## src/rtl/vga_timing_gen.sv

```systemverilog
// VGA raster timing generator: h/v counters with phase FSMs and registered sync/blank/lock outputs.
// Optional o_frame_cnt frame counter when VGA_TIMING_FRAME_CNT_EN is defined.
module vga_timing_gen #(
  parameter int H_ACTIVE = 800,
  parameter int H_FRONT  = 56,
  parameter int H_SYNC   = 120,
  parameter int H_BACK   = 64,
  parameter int V_ACTIVE = 600,
  parameter int V_FRONT  = 37,
  parameter int V_SYNC   = 6,
  parameter int V_BACK   = 23,
  parameter bit SYNC_POL = 1'b1
) (
  input  logic        i_clk,
  input  logic        i_rst,
  input  logic        i_en,
  output logic [10:0] o_VGA_X,
  output logic [10:0] o_VGA_Y,
  output logic        o_VGA_lock,
  output logic        o_VGA_HS,
  output logic        o_VGA_VS,
  output logic        o_VGA_BLANK_N,
  output logic        o_VGA_SYNC_N,
  output logic        o_frame_start
`ifdef VGA_TIMING_FRAME_CNT_EN
  ,
  output logic [15:0] o_frame_cnt
`endif
);

  localparam int H_TOTAL = H_ACTIVE + H_FRONT + H_SYNC + H_BACK;
  localparam int V_TOTAL = V_ACTIVE + V_FRONT + V_SYNC + V_BACK;

  localparam logic [10:0] H_LAST   = 11'(H_TOTAL - 1);
  localparam logic [10:0] V_LAST   = 11'(V_TOTAL - 1);
  localparam logic [10:0] H_FP_BEG = 11'(H_ACTIVE);
  localparam logic [10:0] H_SY_BEG = 11'(H_ACTIVE + H_FRONT);
  localparam logic [10:0] H_BP_BEG = 11'(H_ACTIVE + H_FRONT + H_SYNC);
  localparam logic [10:0] V_FP_BEG = 11'(V_ACTIVE);
  localparam logic [10:0] V_SY_BEG = 11'(V_ACTIVE + V_FRONT);
  localparam logic [10:0] V_BP_BEG = 11'(V_ACTIVE + V_FRONT + V_SYNC);

  typedef enum logic [1:0] {H_ACT, H_FP, H_SY, H_BP} h_state_e;
  typedef enum logic [1:0] {V_ACT, V_FP, V_SY, V_BP} v_state_e;

  logic [10:0] h_cnt_q, h_cnt_d;
  logic [10:0] v_cnt_q, v_cnt_d;
  h_state_e    h_st_q, h_st_d;
  v_state_e    v_st_q, v_st_d;
  logic        h_wrap, v_step;

  logic [10:0] x_q, x_d;
  logic [10:0] y_q, y_d;
  logic        hs_q, hs_d;
  logic        vs_q, vs_d;
  logic        blank_n_q, blank_n_d;
  logic        lock_q, lock_d;
  logic        fs_q, fs_d;

  assign h_wrap = (h_cnt_q == H_LAST);
  assign v_step = i_en && h_wrap;

  // Counters and next-state; the FSM state always agrees with the counter it tracks.
  always_comb begin
    h_cnt_d = h_cnt_q;
    v_cnt_d = v_cnt_q;
    h_st_d  = h_st_q;
    v_st_d  = v_st_q;
    if (i_en) begin
      h_cnt_d = h_wrap ? 11'd0 : h_cnt_q + 11'd1;
      case (h_st_q)
        H_ACT:   if (h_cnt_d == H_FP_BEG) h_st_d = H_FP;
        H_FP:    if (h_cnt_d == H_SY_BEG) h_st_d = H_SY;
        H_SY:    if (h_cnt_d == H_BP_BEG) h_st_d = H_BP;
        H_BP:    if (h_cnt_d == 11'd0)    h_st_d = H_ACT;
        default: h_st_d = H_ACT;
      endcase
    end
    if (v_step) begin
      v_cnt_d = (v_cnt_q == V_LAST) ? 11'd0 : v_cnt_q + 11'd1;
      case (v_st_q)
        V_ACT:   if (v_cnt_d == V_FP_BEG) v_st_d = V_FP;
        V_FP:    if (v_cnt_d == V_SY_BEG) v_st_d = V_SY;
        V_SY:    if (v_cnt_d == V_BP_BEG) v_st_d = V_BP;
        V_BP:    if (v_cnt_d == 11'd0)    v_st_d = V_ACT;
        default: v_st_d = V_ACT;
      endcase
    end
  end

  // Outputs decode the current counter state and appear one clock later.
  always_comb begin
    x_d       = x_q;
    y_d       = y_q;
    hs_d      = hs_q;
    vs_d      = vs_q;
    blank_n_d = blank_n_q;
    lock_d    = lock_q;
    fs_d      = 1'b0;
    if (i_en) begin
      x_d       = (h_st_q == H_ACT) ? h_cnt_q : 11'd0;
      y_d       = (v_st_q == V_ACT) ? v_cnt_q : 11'd0;
      hs_d      = (h_st_q == H_SY) ? SYNC_POL : ~SYNC_POL;
      vs_d      = (v_st_q == V_SY) ? SYNC_POL : ~SYNC_POL;
      blank_n_d = (h_st_q == H_ACT) && (v_st_q == V_ACT);
      lock_d    = (v_st_q == V_ACT);
      fs_d      = (h_cnt_q == 11'd0) && (v_cnt_q == 11'd0);
    end
  end

  always_ff @(posedge i_clk or posedge i_rst) begin
    if (i_rst) begin
      h_cnt_q   <= 11'd0;
      v_cnt_q   <= 11'd0;
      h_st_q    <= H_ACT;
      v_st_q    <= V_ACT;
      x_q       <= 11'd0;
      y_q       <= 11'd0;
      hs_q      <= ~SYNC_POL;
      vs_q      <= ~SYNC_POL;
      blank_n_q <= 1'b0;
      lock_q    <= 1'b0;
      fs_q      <= 1'b0;
    end else begin
      h_cnt_q   <= h_cnt_d;
      v_cnt_q   <= v_cnt_d;
      h_st_q    <= h_st_d;
      v_st_q    <= v_st_d;
      x_q       <= x_d;
      y_q       <= y_d;
      hs_q      <= hs_d;
      vs_q      <= vs_d;
      blank_n_q <= blank_n_d;
      lock_q    <= lock_d;
      fs_q      <= fs_d;
    end
  end

`ifdef VGA_TIMING_FRAME_CNT_EN
  logic [15:0] frame_cnt_q;

  // Counts in step with the frame_start pulse it accompanies.
  always_ff @(posedge i_clk or posedge i_rst) begin
    if (i_rst) begin
      frame_cnt_q <= 16'd0;
    end else if (fs_d) begin
      frame_cnt_q <= frame_cnt_q + 16'd1;
    end
  end

  assign o_frame_cnt = frame_cnt_q;
`endif

  assign o_VGA_X       = x_q;
  assign o_VGA_Y       = y_q;
  assign o_VGA_HS      = hs_q;
  assign o_VGA_VS      = vs_q;
  assign o_VGA_BLANK_N = blank_n_q;
  assign o_VGA_lock    = lock_q;
  assign o_VGA_SYNC_N  = 1'b0;
  assign o_frame_start = fs_q;

endmodule

```

## config.mk

```make
export PLATFORM = sky130hd
export DESIGN_NAME = vga_timing_gen
export DESIGN_NICKNAME = d
export VERILOG_FILES = /design/src/rtl/vga_timing_gen.sv
export SDC_FILE = /design/constraint.sdc
export NUM_CORES = 1
export LEC_CHECK = 0
export ABC_AREA = 1
export CORE_MARGIN = 4
export CORE_UTILIZATION = 50
export CTS_CLUSTER_DIAMETER = 30
export DETAILED_ROUTE_END_ITERATION = 16
export DONT_BUFFER_PORTS = 1
export PLACE_DENSITY_LB_ADDON = 0.12
export SLEW_MARGIN = 20
export SYNTH_ARGS = -nofsm -noshare
export SYNTH_HDL_FRONTEND = slang
export SYNTH_SLANG_ARGS = --single-unit
```

## constraint.sdc

```tcl
create_clock -name i_clk -period 1.9 [get_ports i_clk]
set_input_delay 0 -clock i_clk [delete_from_list [all_inputs] [get_ports i_clk]]
set_output_delay 0 -clock i_clk [all_outputs]
set_load 0.02 [all_outputs]
```

==> reports/results.ini, run 1 <==
[drt]
finalWirelength_um=8310
via_per_inst=5.39
drt_first_iter_violations=185
dr.pass1.iters=5
drc=0
vias=2945
final_antenna_net_count=0
wire_per_inst_um=15.2

[yosys]
yosysTopAreaCell=dfrtp_1
ys_types=28
synth.net_count=444
syn_area_per_cell_um2=7.27
yosys_warnings=0
syn_area_um2=3100
synth_top_area_share_pct=42.7
yosys-top-cells-area=dfrtp_1, nand2_1, o21ai_0, inv_1, ha_1
synth_cells=427
synth_seq_area_share_pct=42.7
ys_ff_latch=53

[die]
core_area_um2=5960
die_h_um=86.8
die_w_um=86.8
die-area_um2=7530
rows=28
io_pins=31
start_util_pct=52.1

[critical_path]
cp.required_ns=2.12
path_class=flip-flop to flip-flop
cp_num_buf_inv=2
rrSetupSlack_ns=-0.05
crit_top_cell=nand2_1
crit-reg2reg-capture=v_st_q[0]
path_depth=16
crit_family=simple AND/OR/NAND/NOR gates
cp.arrival_ns=2.17
reg2reg_from=v_cnt_q[0]
crit_path_end_kind=flip-flop
cp_max_fo=4
max_stage_delay_ns=0.40
crit_path_cell_trace=buf_6 -> ha_4 -> nand2_4 -> nor2_4 -> nand2_1 -> nand2_1 -> nor2_4 -> nand2_1 -> nor2_1 -> nand2_1 -> o21bai_1 -> nand2_1 -> inv_1 -> nand2_1 -> nand2_1 -> nand2_1
cp_slowest_cell=dfrtp_1
critPathLaunchType=flip-flop
reg2regPathDepth=16

[sta]
setup_ws_ns=-0.0517
clock_skew_ns=0.00873
worst_slew_pin_slew_ns=0.569
finalHoldViolations=0
slew_headroom_pct=62.0
fin_crit_sh_pct=103
period_needed_ns=1.95
setup_viol=2
maxSlewViolCount=0
fmax_mhz=512
rsz0062_at_grt=true

[power_and_ir_drop]
comb_power_share_pct=36.8
vdd_drop_max_v=0.000510
total_power_w=0.00382
power.switching_w=0.00164
p_leak_nw=1.86
pwr-share-clk_pct=18.1
p_int_w=0.00218
switching_share_pct=42.9
p_seq_share_pct=45.1
power_density_nw_per_um2=967

[run_status]
outcome=finished, violations left
violations=negative setup slack

[worst_hold_path]
min_path_cells=2
hold_path_class=input pin to flip-flop
hold_end=o_VGA_lock
min_from=i_en

[grt]
grt_max_degree=31
grt_pass1_wl_um=13200
first_global_vias=2823
antenna_found_initial=0
overflow=0
grt_use_total_pct=22.1

[place]
place_congestion=0.907
dp_hpwl_um=5850
dpl_worst_slack_ns=-0.0886
placed_cells=522
placed_area_um2=3390
io_buffers=0

[final_layout]
seqCellArea_um2=1340
fin_cells=546
final_area_um2=3950
final_cell_mix=nand2_1, dfrtp_1, inv_1
num-fill-cells=500
drive_gt1_share_pct=27.2
diodes=0
final_common_cell=nand2_1
multiInputGateArea_um2=1850
nNetsFinal=487
fin_util_pct=66.3
area_delta_synth_final_pct=27.3

[clock_tree]
clock_sinks=53
cts_buffer_depth=2
htreeDepth=2
cts_tree=yes
path_clk_slew_ns=0.11
cts_buffers=5
clockRootBuffer=clkbuf_8
clk_latency_ns=0.32

[flow_run]
drv_cap=0

registers in the layout, indices dropped and copies added, names as in the netlist:
register       flops
h_st_q             2
o_VGA_lock         1
o_VGA_X           11
o_frame_start      1
o_VGA_BLANK_N      1
h_cnt_q           11
o_VGA_VS           1
v_cnt_q           11
o_VGA_HS           1
v_st_q             2
o_VGA_Y           11
metrics by stage:
step | hold WS (ns) | TNS (ns)
finish | 0.0964 | -0.0998
detailed placement | -0.0335 | -0.230
global placement | -0.0292 | -0.0957
CTS | 0.0923 | -0.0189
global route | 0.124 | -0.600
floorplan | 0.108 | 0
synth_stat cells:
library cell / instances
dfrtp_1: 53
ha_1: 14
o21ai_0: 43
inv_2: 1
inv_1: 49
nor2_4: 1
o21bai_1: 1
o21ai_1: 2
buf_4: 1
nand4_1: 8
nand3_1: 30
conb_1: 1
nand3b_1: 1
a21oi_1: 4
clkbuf_1: 6
o21a_1: 1
nor4_1: 2
o31ai_1: 10
nand3_2: 2
buf_1: 3
xor2_1: 6
nor2_1: 45
nor2_2: 4
nor3_1: 1
or2_2: 3
nand2_2: 1
nand2_1: 133
a21boi_0: 1
metal layers:
layer	routed length [um]	GRT usage [%]	share of wire, %	vias up
li1	-	-	-	1446
met1	3380	25.8	41	1418
met2	4480	40.5	54	64
met3	262	3.80	3.2	17
met4	184	7.08	2.2	0
met5	0	0	0	-
logic make-up (layout without fill, tap and decap cells):
group | Yosys count | in the layout | synth area share [%]
adder cells (fa/ha/maj) | 14 | 14 | 5.64
AND/OR/NAND/NOR | 231 | 231 | 31.4
AO/OA/AOI/OAI | 62 | 62 | 11.0
other | 1 | 1 | 0.121
flip-flops | 53 | 53 | 42.7
XOR/XNOR | 6 | 6 | 1.69
buffers and inverters | 60 | 104 | 7.38
how the worst max path moves through the flow:
stage                           from  slack (ns)   endpoint
after floorplan           v_cnt_q[1]        0.13  v_st_q[0]
after global placement    v_cnt_q[0]       -0.05  v_st_q[1]
after detailed placement  v_cnt_q[0]       -0.09  v_st_q[0]
after CTS                 v_cnt_q[0]       -0.01  v_st_q[0]
after global routing      v_cnt_q[0]       -0.20  v_st_q[0]
final                     v_cnt_q[0]       -0.05  v_st_q[0]
power by group through the flow:
stage | clock network (W) | registers (W) | logic (W)
2_1_floorplan | 0 | 0.00166 | 0.000688
3_3_place_gp | 0 | 0.00170 | 0.00102
3_5_place_dp | 0 | 0.00171 | 0.00104
4_1_cts | 0.000703 | 0.00169 | 0.00108
5_1_grt | 0.000760 | 0.00175 | 0.00157
6_report | 0.000693 | 0.00172 | 0.00141
area by class of cell:
cell class	instances	share of cell area [%]
multi-input combinational	314	46.8
sequential	53	33.8
timing repair buffer	46	9.66
inverter	50	4.75
tap	75	2.37
clock buffer	5	1.74
clock inverter	3	0.855
what timing repair did:
item | CTS | global route
hold buffers | 2 | 0
setup buffers | 4 | 10
setup endpoints to repair | 4 | 13
pin swaps | 13 | 27
endpoints found under the hold margin | 31 | 0
resized for setup | 21 | 71
Power figures use the tool's default switching activity.
==> run 2: changes to the inputs <==
--- a/config.mk
+++ b/config.mk
@@ -7,11 +7,12 @@
 export LEC_CHECK = 0
 export ABC_AREA = 1
 export CORE_MARGIN = 4
-export CORE_UTILIZATION = 50
+export CORE_UTILIZATION = 40
 export CTS_CLUSTER_DIAMETER = 30
 export DETAILED_ROUTE_END_ITERATION = 16
 export DONT_BUFFER_PORTS = 1
 export PLACE_DENSITY_LB_ADDON = 0.12
+export REMOVE_ABC_BUFFERS = 1
 export SLEW_MARGIN = 20
 export SYNTH_ARGS = -nofsm -noshare
 export SYNTH_HDL_FRONTEND = slang
==> run 2 against run 1 <==
The run still ends with negative setup slack left; highest routed layer unchanged; largest cell class unchanged; clock skew is 0.0058 ns higher; critical path depth is 4 lower; critical endpoint unchanged; final area is 0.98% higher; total power is 2.2% higher.
==> reports/results.ini, run 2 (synthesis gave the netlist of run 1 again) <==
[final_layout]
num-fill-cells=698  ; +40%
seqCellArea_um2=1340  ; +0.19%
final_common_cell=nand2_1
fin_util_pct=53.9  ; -12 points
diodes=0  ; unchanged
drive_gt1_share_pct=26.5  ; -0.69 points
area_delta_synth_final_pct=28.5
nNetsFinal=488  ; +0.21%
multiInputGateArea_um2=1820  ; -1.6%
final_cell_mix=nand2_1, dfrtp_1, inv_1
fin_cells=571  ; +4.6%

[drt]
vias=2866  ; -2.7%
finalWirelength_um=8260  ; -0.55%
final_antenna_net_count=0  ; unchanged
via_per_inst=5.02  ; -6.9%
dr.pass1.iters=5  ; unchanged
drt_first_iter_violations=160  ; -14%
wire_per_inst_um=14.5  ; -4.9%
drc=0  ; unchanged

[die]
die_h_um=96.1  ; +11%
core_area_um2=7410  ; +24%
rows=31  ; +11%
die-area_um2=9230  ; +23%
start_util_pct=41.9  ; -10 points
io_pins=31  ; unchanged
die_w_um=96.1  ; +11%

[critical_path]
critPathLaunchType=flip-flop
cp_max_fo=5  ; +1
cp.required_ns=2.10  ; -0.02 ns
crit_path_end_kind=flip-flop
cp.arrival_ns=2.25  ; +0.08 ns
path_class=flip-flop to flip-flop

[grt]
grt_max_degree=39  ; +26%
first_global_vias=2728  ; -3.4%
antenna_found_initial=0  ; unchanged
grt_use_total_pct=18.4  ; -3.6 points
grt_pass1_wl_um=13300  ; +0.78%
overflow=0  ; unchanged

[run_status]
outcome=finished, violations left
violations=negative setup slack

[power_and_ir_drop]
vdd_drop_max_v=0.000365  ; -28%
p_leak_nw=1.84  ; -1.4%
power_density_nw_per_um2=979  ; +1.2%

[place]
io_buffers=0  ; unchanged
dp_hpwl_um=5960  ; +2.0%
placed_cells=549  ; +5.2%
place_congestion=0.878  ; -3.2%

[clock_tree]
clockRootBuffer=clkbuf_8
htreeDepth=2  ; unchanged
path_clk_slew_ns=0.10  ; about the same
clock_sinks=53  ; unchanged
cts_buffer_depth=2  ; unchanged
cts_buffers=5  ; unchanged
cts_tree=yes
clk_latency_ns=0.31  ; about the same

[sta]
fin_hold_ws_ns=0.116  ; +0.0198 ns
finalHoldViolations=0  ; unchanged
clock_skew_ns=0.0145  ; +0.00579 ns
tns_ns=-0.293  ; -0.193 ns
fin_crit_sh_pct=108  ; +5.1 points
period_needed_ns=2.05  ; +0.0960 ns
setup_ws_ns=-0.148  ; -0.0960 ns
maxSlewViolCount=0  ; unchanged
rsz0062_at_grt=true
setup_viol=2  ; unchanged
fmax_mhz=488  ; -4.7%

[flow_run]
drv_cap=0  ; unchanged

[worst_hold_path]
hold_path_class=input pin to asynchronous set/reset pin

-- run 2: cell types whose count changed in the layout (fill, tap and decap cells not counted), moves of 3 or more --
cell / delta
nand3_2: -7
o21ai_0: +3
buf_4: +3
nand2_4: -3
nand3_1: +6
o21ai_1: -3
-- run 2: final timing paths --
| check | startpoint | to | cells after the start | slack [ns] |
|---|---|---|---|---|
| setup / recovery | v_cnt_q[0] | v_st_q[0] | 12 | -0.15 |
| hold / removal | i_rst | v_cnt_q[6] | 2 | 0.12 |
| setup reg to reg | v_cnt_q[0] | v_st_q[0] | 12 | -0.15 |
| hold reg to reg | v_st_q[1] | v_st_q[1] | 2 | 0.55 |
| max in group asynchronous | i_rst | h_cnt_q[3] | 3 | 1.23 |
| min in group i_clk | i_en | o_VGA_lock | 2 | 0.13 |
-- run 2: final cells by class --
cell class	instances	share of cell area (%)
clock buffers	5	1.72
flip-flops and latches	53	33.5
inverters	50	4.80
repair buffers	47	9.56
multi-input cells	314	45.7
clock inverters	3	1.63
well taps	99	3.10
-- run 2: per-stage QoR --
| step | power, W | instance area, um^2 | worst slack [ns] |
|---|---|---|---|
| after detailed placement | 0.00276 | 3450 | -0.195 |
| final | 0.00390 | 3990 | -0.148 |
| after global routing | 0.00418 | 3990 | -0.281 |
| after CTS | 0.00374 | 3750 | -0.0388 |
| after global placement | 0.00273 | 3450 | -0.150 |
| after floorplan | 0.00234 | 3060 | 0.0897 |
-- run 2: timing repair --
| action | 4_1_cts | 5_1_grt |
|---|---|---|
| endpoints found under the hold margin | 59 | 0 |
| hold buffers | 2 | 0 |
| pin swaps | 13 | 26 |
| gates resized for setup | 33 | 51 |
| setup endpoints to repair | 4 | 7 |
| setup buffers | 2 | 10 |
-- run 2: report_power, final --
part / internal [W] / leakage, nW / switching [W]
clock network: 0.000524 / 0.0681 / 0.000396
registers: 0.00135 / 0.657 / 0.000378
logic: 0.000507 / 1.11 / 0.000752
total: 0.00238 / 1.84 / 0.00153
-- run 2: worst max-delay path, stage by stage, from the launching register on --
cell	delay, ns
dfrtp_2	0.48
ha_4	0.20
nand2_8	0.07
nor2_4	0.14
nand3b_1	0.15
xor2_1	0.26
nand3_2	0.13
o21bai_1	0.18
nand2_2	0.10
inv_2	0.06
nand2_2	0.05
nand2_2	0.06
nand2_2	0.04
-- run 2: routing by layer --
metal	vias to the layer above	wire, um	global-route usage, %
met5	-	0	0
met4	0	42	4.15
met3	4	379	3.28
met2	55	3820	28.5
met1	1356	4020	26.8
li1	1451	-	-
